[src/rtl/csi_parser.sv]
`default_nettype none
// ============================================================================
// Module   : csi_parser
// Purpose  : ESC / CSI control-sequence parser; one decoded command per
//            sequence over a valid/ready handshake. Optional macro
//            CSI_PRIVATE_EN enables the '?' private-marker flag.
// Revision : 1.0 - initial release
// ============================================================================
module csi_parser #(
  parameter int MAX_PARAMS = 4,
  parameter int PARAM_W    = 8
) (
  input  logic                            clk,
  input  logic                            rst,
  input  logic [7:0]                      in_data,
  input  logic                            in_valid,
  output logic                            in_ready,
  output logic                            cmd_valid,
  input  logic                            cmd_ready,
  output logic [4:0]                      cmd_type,
  output logic [MAX_PARAMS*PARAM_W-1:0]   cmd_params,
  output logic [$clog2(MAX_PARAMS+1)-1:0] cmd_nparams,
  output logic [7:0]                      cmd_char,
  output logic                            cmd_private,
  output logic [1:0]                      state_dbg
);

  localparam int                 c_NP_W     = $clog2(MAX_PARAMS+1);
  localparam int                 c_IDX_W    = (MAX_PARAMS > 1) ? $clog2(MAX_PARAMS) : 1;
  localparam logic [PARAM_W-1:0] c_SAT      = {PARAM_W{1'b1}};
  localparam logic [c_IDX_W-1:0] c_LAST_IDX = c_IDX_W'(MAX_PARAMS-1);

  typedef enum logic [1:0] {
    ST_GROUND = 2'd0,
    ST_ESC    = 2'd1,
    ST_CSI    = 2'd2,
    ST_IGNORE = 2'd3
  } state_t;

  state_t             r_state;
  logic [PARAM_W-1:0] r_slot [MAX_PARAMS];
  logic [c_IDX_W-1:0] r_idx;
  logic               r_seen;
  logic               r_drop;
`ifdef CSI_PRIVATE_EN
  logic               r_priv;
`endif

  logic               w_accept, w_c0, w_cancel, w_digit, w_semi, w_quest, w_final, w_inter;
  logic               w_esc_hit, w_fin_hit;
  logic [4:0]         w_esc_type, w_fin_type;
  logic [PARAM_W+3:0] w_acc;
  logic [PARAM_W-1:0] w_digit_val;

  assign in_ready  = ~cmd_valid;
  assign state_dbg = r_state;
  assign w_accept  = in_valid & ~cmd_valid;
  assign w_c0      = (in_data < 8'h20);
  assign w_cancel  = (in_data == 8'h18) | (in_data == 8'h1A);
  assign w_digit   = (in_data >= 8'h30) & (in_data <= 8'h39);
  assign w_semi    = (in_data == 8'h3B);
  assign w_quest   = (in_data == 8'h3F);
  assign w_final   = (in_data >= 8'h40) & (in_data <= 8'h7E);
  assign w_inter   = (in_data >= 8'h20) & (in_data <= 8'h2F);

  // slot*10 + digit; four headroom bits hold 10*max+9 so saturation is exact.
  assign w_acc       = ({4'd0, r_slot[r_idx]} << 3) + ({4'd0, r_slot[r_idx]} << 1)
                     + {{PARAM_W{1'b0}}, in_data[3:0]};
  assign w_digit_val = (w_acc > {4'd0, c_SAT}) ? c_SAT : w_acc[PARAM_W-1:0];

  always_comb begin
    w_esc_hit  = 1'b1;
    w_esc_type = 5'd0;
    case (in_data)
      8'h44:   w_esc_type = 5'd1;
      8'h45:   w_esc_type = 5'd2;
      8'h4D:   w_esc_type = 5'd3;
      8'h37:   w_esc_type = 5'd14;
      8'h38:   w_esc_type = 5'd15;
      8'h63:   w_esc_type = 5'd16;
      default: w_esc_hit  = 1'b0;
    endcase
  end

  always_comb begin
    w_fin_hit  = 1'b1;
    w_fin_type = 5'd0;
    case (in_data)
      8'h41:        w_fin_type = 5'd4;
      8'h42:        w_fin_type = 5'd5;
      8'h43:        w_fin_type = 5'd6;
      8'h44:        w_fin_type = 5'd7;
      8'h48, 8'h66: w_fin_type = 5'd8;
      8'h4A:        w_fin_type = 5'd9;
      8'h4B:        w_fin_type = 5'd10;
      8'h6D:        w_fin_type = 5'd11;
      8'h68:        w_fin_type = 5'd12;
      8'h6C:        w_fin_type = 5'd13;
      default:      w_fin_hit  = 1'b0;
    endcase
  end

  always_ff @(posedge clk or posedge rst) begin
    if (rst) begin
      r_state     <= ST_GROUND;
      r_idx       <= '0;
      r_seen      <= 1'b0;
      r_drop      <= 1'b0;
      for (int i = 0; i < MAX_PARAMS; i++) r_slot[i] <= '0;
      cmd_valid   <= 1'b0;
      cmd_type    <= 5'd0;
      cmd_params  <= '0;
      cmd_nparams <= '0;
      cmd_char    <= 8'd0;
`ifdef CSI_PRIVATE_EN
      r_priv      <= 1'b0;
      cmd_private <= 1'b0;
`endif
    end else begin
      if (cmd_valid && cmd_ready) cmd_valid <= 1'b0;
      if (w_accept) begin
        // Inside a sequence C0 bytes never reach the per-state decode.
        if (r_state != ST_GROUND && w_c0) begin
          if (w_cancel)              r_state <= ST_GROUND;
          else if (in_data == 8'h1B) r_state <= ST_ESC;
        end else begin
          case (r_state)
            ST_GROUND: begin
              if (in_data == 8'h1B) begin
                r_state <= ST_ESC;
              end else begin
                cmd_valid   <= 1'b1;
                cmd_type    <= 5'd0;
                cmd_char    <= in_data;
                cmd_params  <= '0;
                cmd_nparams <= '0;
`ifdef CSI_PRIVATE_EN
                cmd_private <= 1'b0;
`endif
              end
            end
            ST_ESC: begin
              r_state <= ST_GROUND;
              if (w_esc_hit) begin
                cmd_valid   <= 1'b1;
                cmd_type    <= w_esc_type;
                cmd_char    <= in_data;
                cmd_params  <= '0;
                cmd_nparams <= '0;
`ifdef CSI_PRIVATE_EN
                cmd_private <= 1'b0;
`endif
              end else if (in_data == 8'h5B) begin
                r_state <= ST_CSI;
                r_idx   <= '0;
                r_seen  <= 1'b0;
                r_drop  <= 1'b0;
                for (int i = 0; i < MAX_PARAMS; i++) r_slot[i] <= '0;
`ifdef CSI_PRIVATE_EN
                r_priv  <= 1'b0;
`endif
              end
            end
            ST_CSI: begin
              if (w_digit) begin
                r_seen <= 1'b1;
                if (!r_drop) r_slot[r_idx] <= w_digit_val;
              end else if (w_semi) begin
                r_seen <= 1'b1;
                if (r_idx == c_LAST_IDX) r_drop <= 1'b1;
                else                     r_idx  <= r_idx + c_IDX_W'(1);
              end else if (w_quest) begin
`ifdef CSI_PRIVATE_EN
                if (!r_seen) r_priv  <= 1'b1;
                else         r_state <= ST_IGNORE;
`else
                r_state <= ST_IGNORE;
`endif
              end else if (w_final) begin
                r_state <= ST_GROUND;
                if (w_fin_hit) begin
                  cmd_valid   <= 1'b1;
                  cmd_type    <= w_fin_type;
                  cmd_char    <= in_data;
                  cmd_nparams <= r_seen ? (c_NP_W'(r_idx) + c_NP_W'(1)) : '0;
                  for (int i = 0; i < MAX_PARAMS; i++)
                    cmd_params[i*PARAM_W +: PARAM_W] <= r_slot[i];
`ifdef CSI_PRIVATE_EN
                  cmd_private <= r_priv;
`endif
                end
              end else if (w_inter) begin
                r_state <= ST_IGNORE;
              end
            end
            ST_IGNORE: begin
              if (w_final) r_state <= ST_GROUND;
            end
            default: r_state <= ST_GROUND;
          endcase
        end
      end
    end
  end

`ifndef CSI_PRIVATE_EN
  assign cmd_private = 1'b0;
`endif

endmodule
`default_nettype wire

[config.mk]
export PLATFORM = sky130hd
export DESIGN_NAME = csi_parser
export DESIGN_NICKNAME = d
export VERILOG_FILES = /design/src/rtl/csi_parser.sv
export SDC_FILE = /design/constraint.sdc
export NUM_CORES = 1
export LEC_CHECK = 0
export ABC_AREA = 0
export CORE_MARGIN = 5
export CORE_UTILIZATION = 39
export CTS_CLUSTER_DIAMETER = 120
export DETAILED_ROUTE_END_ITERATION = 8
export PLACE_DENSITY_LB_ADDON = 0.1
export REMOVE_ABC_BUFFERS = 1
export SETUP_SLACK_MARGIN = 0.2
export SKIP_LAST_GASP = 1
export SYNTH_ARGS = -nofsm -noshare
export SYNTH_HDL_FRONTEND = slang
export SYNTH_SLANG_ARGS = --single-unit
[constraint.sdc]
create_clock -name clk -period 6 [get_ports clk]
set_input_delay 1.2 -clock clk [delete_from_list [all_inputs] [get_ports clk]]
set_output_delay 1.2 -clock clk [all_outputs]
set_load 0.005 [all_outputs]
### Word-level counts from Yosys, hierarchy flattened

Cells that the tools add are included.

* register bits after elaboration: 87
* latch bits: 0
* RAM bits: 0
* bits in read-only memories: 0
* input port bits: 12
* logic and storage cells: 183
* memories: 0

* add/subtract/negate cells: 4
* multiply operators: 0
* div/mod/pow operators: 0
* order comparisons: 10
* eq/ne operators: 45
* shift operators: 0
* muxes and demuxes: 87
* bitwise logic cells: 8
* reductions and logical operators: 16

Operators with widths (number)
* 2-to-1 mux 32 bit: 11
* == test 8 x 7 -> 1 bit, second input constant: 15
* one-hot mux 32 bit (3 select lines): 1
* 2-to-1 mux 8 bit: 11
* one-hot mux 32 bit (2 select lines): 1
* one-hot mux 4 bit (10 select lines): 1
* 2-to-1 mux 5 bit: 7
* bitwise mux 32 bit: 1
* == test 8 x 6 -> 1 bit, second input constant: 4
* 2-to-1 mux 2 bit: 16
* one-hot mux 5 bit (6 select lines): 1
* != test 2 bit, second input constant: 14
* == test 8 x 5 -> 1 bit, second input constant: 3
* 2-to-1 mux 3 bit: 8
* one-hot mux 8 bit (3 select lines): 1
* 2-to-1 mux 1 bit: 19
* binary-select mux 8 bit (select 2 bit): 1
* demux 8 bit (select 2 bit): 1
* >= comparator 8 x 6 -> 1 bit, second input constant: 2
* less-or-equal comparator 8 x 6 -> 1 bit, second input constant: 2
* AND reduction 8 bit: 2
* one-hot mux 5 bit (3 select lines): 1
* adder 11 x 9 -> 12 bit: 1
* adder 12 x 4 -> 12 bit: 1
* 32 further kinds: 45

### Depth between registers and ports, before layout

* word-level depth: 12
* mapped depth: 11

### Least setup slack after synthesis

No wires, ideal clock.

* path type: register -> register
* from: register r_idx[0]
* to: register r_slot[0] (netlist name)
* library setup time: 0.126 ns
* data arrival time: 3.895 ns
* data required time: 5.874 ns
* slack: 1.979 ns
* cell stages (with the launch flop): 11
* path buffers: 1
* clock period less this slack: 4.021 ns
* cell sequence: dfrtp_1 buf_1 mux4_2 fa_1 fa_1 a211oi_1 nor2_1 a221o_1 a211oi_2 a21boi_2 a221o_1

* longest elaborated chain between the ends: 12

RTL lines
* start: declaration: RTL line 42 `logic [c_IDX_W-1:0] r_idx;`
* start signal: assignment: RTL line 171 `else r_idx <= r_idx + c_IDX_W'(1);`
* NOT 2 -> 3 bit (implied by the code) (*): RTL line 67, 167
* binary-select mux 8 bit (select 2 bit): RTL line 67 `assign w_acc = ({4'd0, r_slot[r_idx]} << 3) + ({4'd0, r_slot[r_idx]} << 1)`
* 2-to-1 mux 8 bit (implied by the code) (2 in series): RTL line 67
* adder 11 x 9 -> 12 bit: RTL line 67
* adder 12 x 4 -> 12 bit: RTL line 68 `+ {{PARAM_W{1'b0}}, in_data[3:0]};`
* greater-than comparator 12 x 8 -> 1 bit: RTL line 69 `assign w_digit_val = (w_acc > {4'd0, c_SAT}) ? c_SAT : w_acc[PARAM_W-1:0];`
* 2-to-1 mux 8 bit: RTL line 69
* bitwise mux 32 bit (*): RTL line 167 `if (!r_drop) r_slot[r_idx] <= w_digit_val;`
* 2-to-1 mux 32 bit (*): RTL line 167
* 2-to-1 mux 32 bit (*): RTL line 165 `if (w_digit) begin`
* one-hot mux 32 bit (2 select lines) (*): RTL line 127 `case (r_state)`
* end signal: indexed assignment: RTL line 167
* end: declaration: RTL line 41 `logic [PARAM_W-1:0] r_slot [MAX_PARAMS];`

Every way passes the cells marked *; elsewhere a longest branch is shown, timed or not. The select of a mux whose other input is x is not followed.
A chain may end at the register's enable or synchronous reset.

### Worst setup path in the final report

* from: input port in_data[1]
* to: register r_slot[21] (netlist name)

* longest elaborated chain between the ends: 7

RTL lines
* start: declaration: RTL line 15 `input logic [7:0] in_data,`
* adder 12 x 4 -> 12 bit: RTL line 68
* greater-than comparator 12 x 8 -> 1 bit: RTL line 69
* 2-to-1 mux 8 bit: RTL line 69
* bitwise mux 32 bit: RTL line 167
* 2-to-1 mux 32 bit: RTL line 167
* 2-to-1 mux 32 bit: RTL line 165
* one-hot mux 32 bit (2 select lines): RTL line 127

Several ways; a longest one is shown, not always the timed one. The select of a mux whose other input is x is not followed.

==> key figures <==
Status
  • Outcome: finished clean

Pwr
  • Pleak: 2.51 nW
  • Comb pwr share: 0.094
  • Net Sw Frac: 0.239
  • P_int: 997 uW
  • Reg power frac: 0.464
  • VDD IR-drop max: 0.140 mV
  • Net Sw Power: around 310 uW
  • Clk pwr share: 0.442
  • PwrDens: 226 nW/um2

Global routing
  • Initial antenna violation count: 0
  • Overflow after GRT: 0
  • Vias in the first global route: 3696
  • Largest net degree at the start of global routing: 48
  • Global-route wire length before repair: 20300 um
  • Tot GR Track Use: 0.178

Setup path
  • CP Capture Point: r_slot[21]
  • Worst Setup SP: in_data[1]
  • RR Endpoint: r_slot[21]
  • Kind of critical path: in -> reg
  • Worst r2r src: r_idx[0]
  • Worst-case reg-to-reg path depth: 9
  • Reg2Reg Setup Slack: 1.86 ns
  • Arr. time, crit path: around 4.7 ns
  • CP Launch Type: input port
  • Critical-path maximum fanout: 18
  • Worst Path Required: 6.23 ns
  • Crit. End Element: register

Synth
  • Prevailing post-synth register cell: dfrtp_1
  • Top post-synthesis cells by area: dfrtp_1, a22o_1, a221o_1
  • Synthesized instance count: 417
  • Seq/Total Area, Yosys: 0.459
  • Avg Inst Size Synth: 11.4 um2
  • Ys async rst share: 1.00
  • Yosys reg bits: 87
  • EDFF count, synth: 0
  • Area of the mapped netlist: 4740 um2
  • Warnings from Yosys: 0
  • Library cells used by synthesis: 61
  • Synth top area share: 0.459
  • Area leader, netlist: dfrtp_1

Run
  • Maxcap violations: 0

Clocking
  • Postcts setup bufs: 0
  • Post-CTS Hold Fix Bufs: 0
  • Clk root buf: clkbuf_16
  • H-Tree Level Count: 3
  • Reg clk slew, reported paths: 0.06 ns
  • Post_cts resized: 0
  • # clock sinks: 87
  • Num CTS Buffers: 9
  • Worst-skew pair later-pin latency: 0.35 ns
  • Clock buffer depth: 2
  • CTS tree: yes

Final layout
  • Post-layout util: 0.484
  • Antenna cells: 0
  • Commonest non-fill, non-tap cell in the layout: dfrtp_1
  • Post-Layout Cell Count: ~620
  • Area Overhead vs Synth: 21.9%
  • Layout cells sized above 1: 0.114
  • Commonest cells after routing, fill and taps aside: dfrtp_1, clkdlybuf4s50_1, a22o_1
  • Nets: 505

STA
  • RSZ-0062 raised after global routing: no
  • Setup violations, final: 0
  • Max-slew headroom: 0.386
  • Max Slew Vio Count: 0
  • Measured slew at the worst slew-check pin: slightly above 0.9 ns
  • Setup total negative slack: 0 ns
  • Highest Clock Rate: 224 MHz
  • Final Cycle Share: 0.745
  • Count of final hold-check violations: 0
  • Tmin final: 4.47 ns
  • Final Skew: around 0.0055 ns

Die
  • Io pins: 65
  • Starting Density: 0.397
  • FP Rows: 40
  • DIE AREA: 14500 um2
  • Die W: ~120 um
  • Die extent in y: 120 um
  • Core area: 12000 um2

Placement
  • Placed Cells: 604
  • Port Buffer Count: 63
  • Final GP Congestion: between 0.8 and 0.9
  • Post-detail-place hpwl: 8960 um

Routing
  • Drt total wl: 12400 um
  • Wire length per cell after detailed routing: roughly 20 um
  • # DRC: 0
  • Iter 0 DRT Violations: 236
  • Vias: 3661
  • Vias/cell: between 5 and 6
  • Post-route ant nets: 0
  • Detailed Routing Iterations Pass 1: 4

Min path
  • Worst min path class: reg -> reg
[power groups by stage]
stage / Combinational [mW] / Sequential, mW / Clock [mW]
after floorplan: 0.0536 / 0.620 / 0
after detailed placement: 0.124 / 0.619 / 0
after global placement: 0.124 / 0.619 / 0
final: 0.123 / 0.608 / 0.578
after CTS: 0.125 / 0.609 / 0.591
after global routing: 0.135 / 0.611 / 0.619
[stage by stage]
| step | cell area, um2 | worst slack, ns | hold slack, ns | total power, mW |
|---|---|---|---|---|
| 6_report | 5790 | 1.53 | 0.492 | 1.31 |
| 5_1_grt | 5790 | 1.32 | 0.510 | 1.37 |
| 4_1_cts | 5790 | 1.52 | 0.495 | 1.32 |
| 3_5_place_dp | 5480 | 1.18 | 0.480 | 0.744 |
| 3_3_place_gp | 5480 | 1.28 | 0.480 | 0.743 |
| 2_1_floorplan | 4600 | 1.85 | 0.480 | 0.674 |
[state kept, by name, summed over array words and instances (netlist names)]
signal and count:
cmd_char 8, state_dbg 2, r_drop 1, cmd_type 5, cmd_nparams 3, r_seen 1
r_slot 32, cmd_valid 1, r_idx 2, cmd_params 32
[metal layers]
metal,global-route usage,wire [um],part of all wire,up-vias
met2,0.277,5670,0.46,92
met3,0.0430,612,0.049,11
met5,0,0,0,-
met4,0.0368,131,0.011,0
li1,-,-,-,1734
met1,0.253,6010,0.48,1824
[area by class of cell]
type | instances | area [um2]
clock inverters | 5 | 66.3
well taps | 147 | 184
flip-flops and latches | 87 | 2180
repair buffers | 70 | 683
multi-input cells | 286 | 2380
fillers | 1078 | 6180
clock buffers | 10 | 239
inverters | 14 | 53.8
[synth_stat cells (6+ instances only)]
library cell / number
a211oi_1: 6
a21oi_1: 14
a221o_1: 29
a22o_1: 38
buf_2: 13
clkbuf_1: 11
dfrtp_1: 87
ha_1: 23
inv_1: 13
mux2_2: 8
mux4_2: 8
nand2_1: 17
nor2_1: 20
nor3_1: 6
o21ai_0: 15
[logic make-up after synthesis]
group,synth area share
AOI/OAI and AO/OA,0.247
and+or+nand+nor,0.106
DFF,0.459
buffers and inverters,0.0414
adders and majority gates,0.0691
muxes,0.0707
xor gates and xnor gates,0.00554
other,0.000790
[critical path, stage by stage]
cell and delay (ns):
clkdlybuf4s50_1 0.71, ha_1 0.37, ha_1 0.22, fa_1 0.43, a211oi_1 0.25, nor2_1 0.11
a221o_1 0.34, a211oi_2 0.49, a21boi_2 0.23, a221o_1 0.33
[how the worst min path moves through the flow]
stage / end / slack (ns) / cells after the start / startpoint
floorplan: r_drop / 0.48 / 2 / r_drop
global placement: cmd_nparams[0] / 0.48 / 1 / cmd_nparams[0]
detailed placement: cmd_nparams[1] / 0.48 / 1 / cmd_nparams[1]
CTS: cmd_nparams[1] / 0.49 / 1 / cmd_nparams[1]
global route: cmd_params[27] / 0.51 / 1 / cmd_params[27]
finish: cmd_nparams[1] / 0.49 / 1 / cmd_nparams[1]
Note: power is estimated with default switching activity, not from simulation.
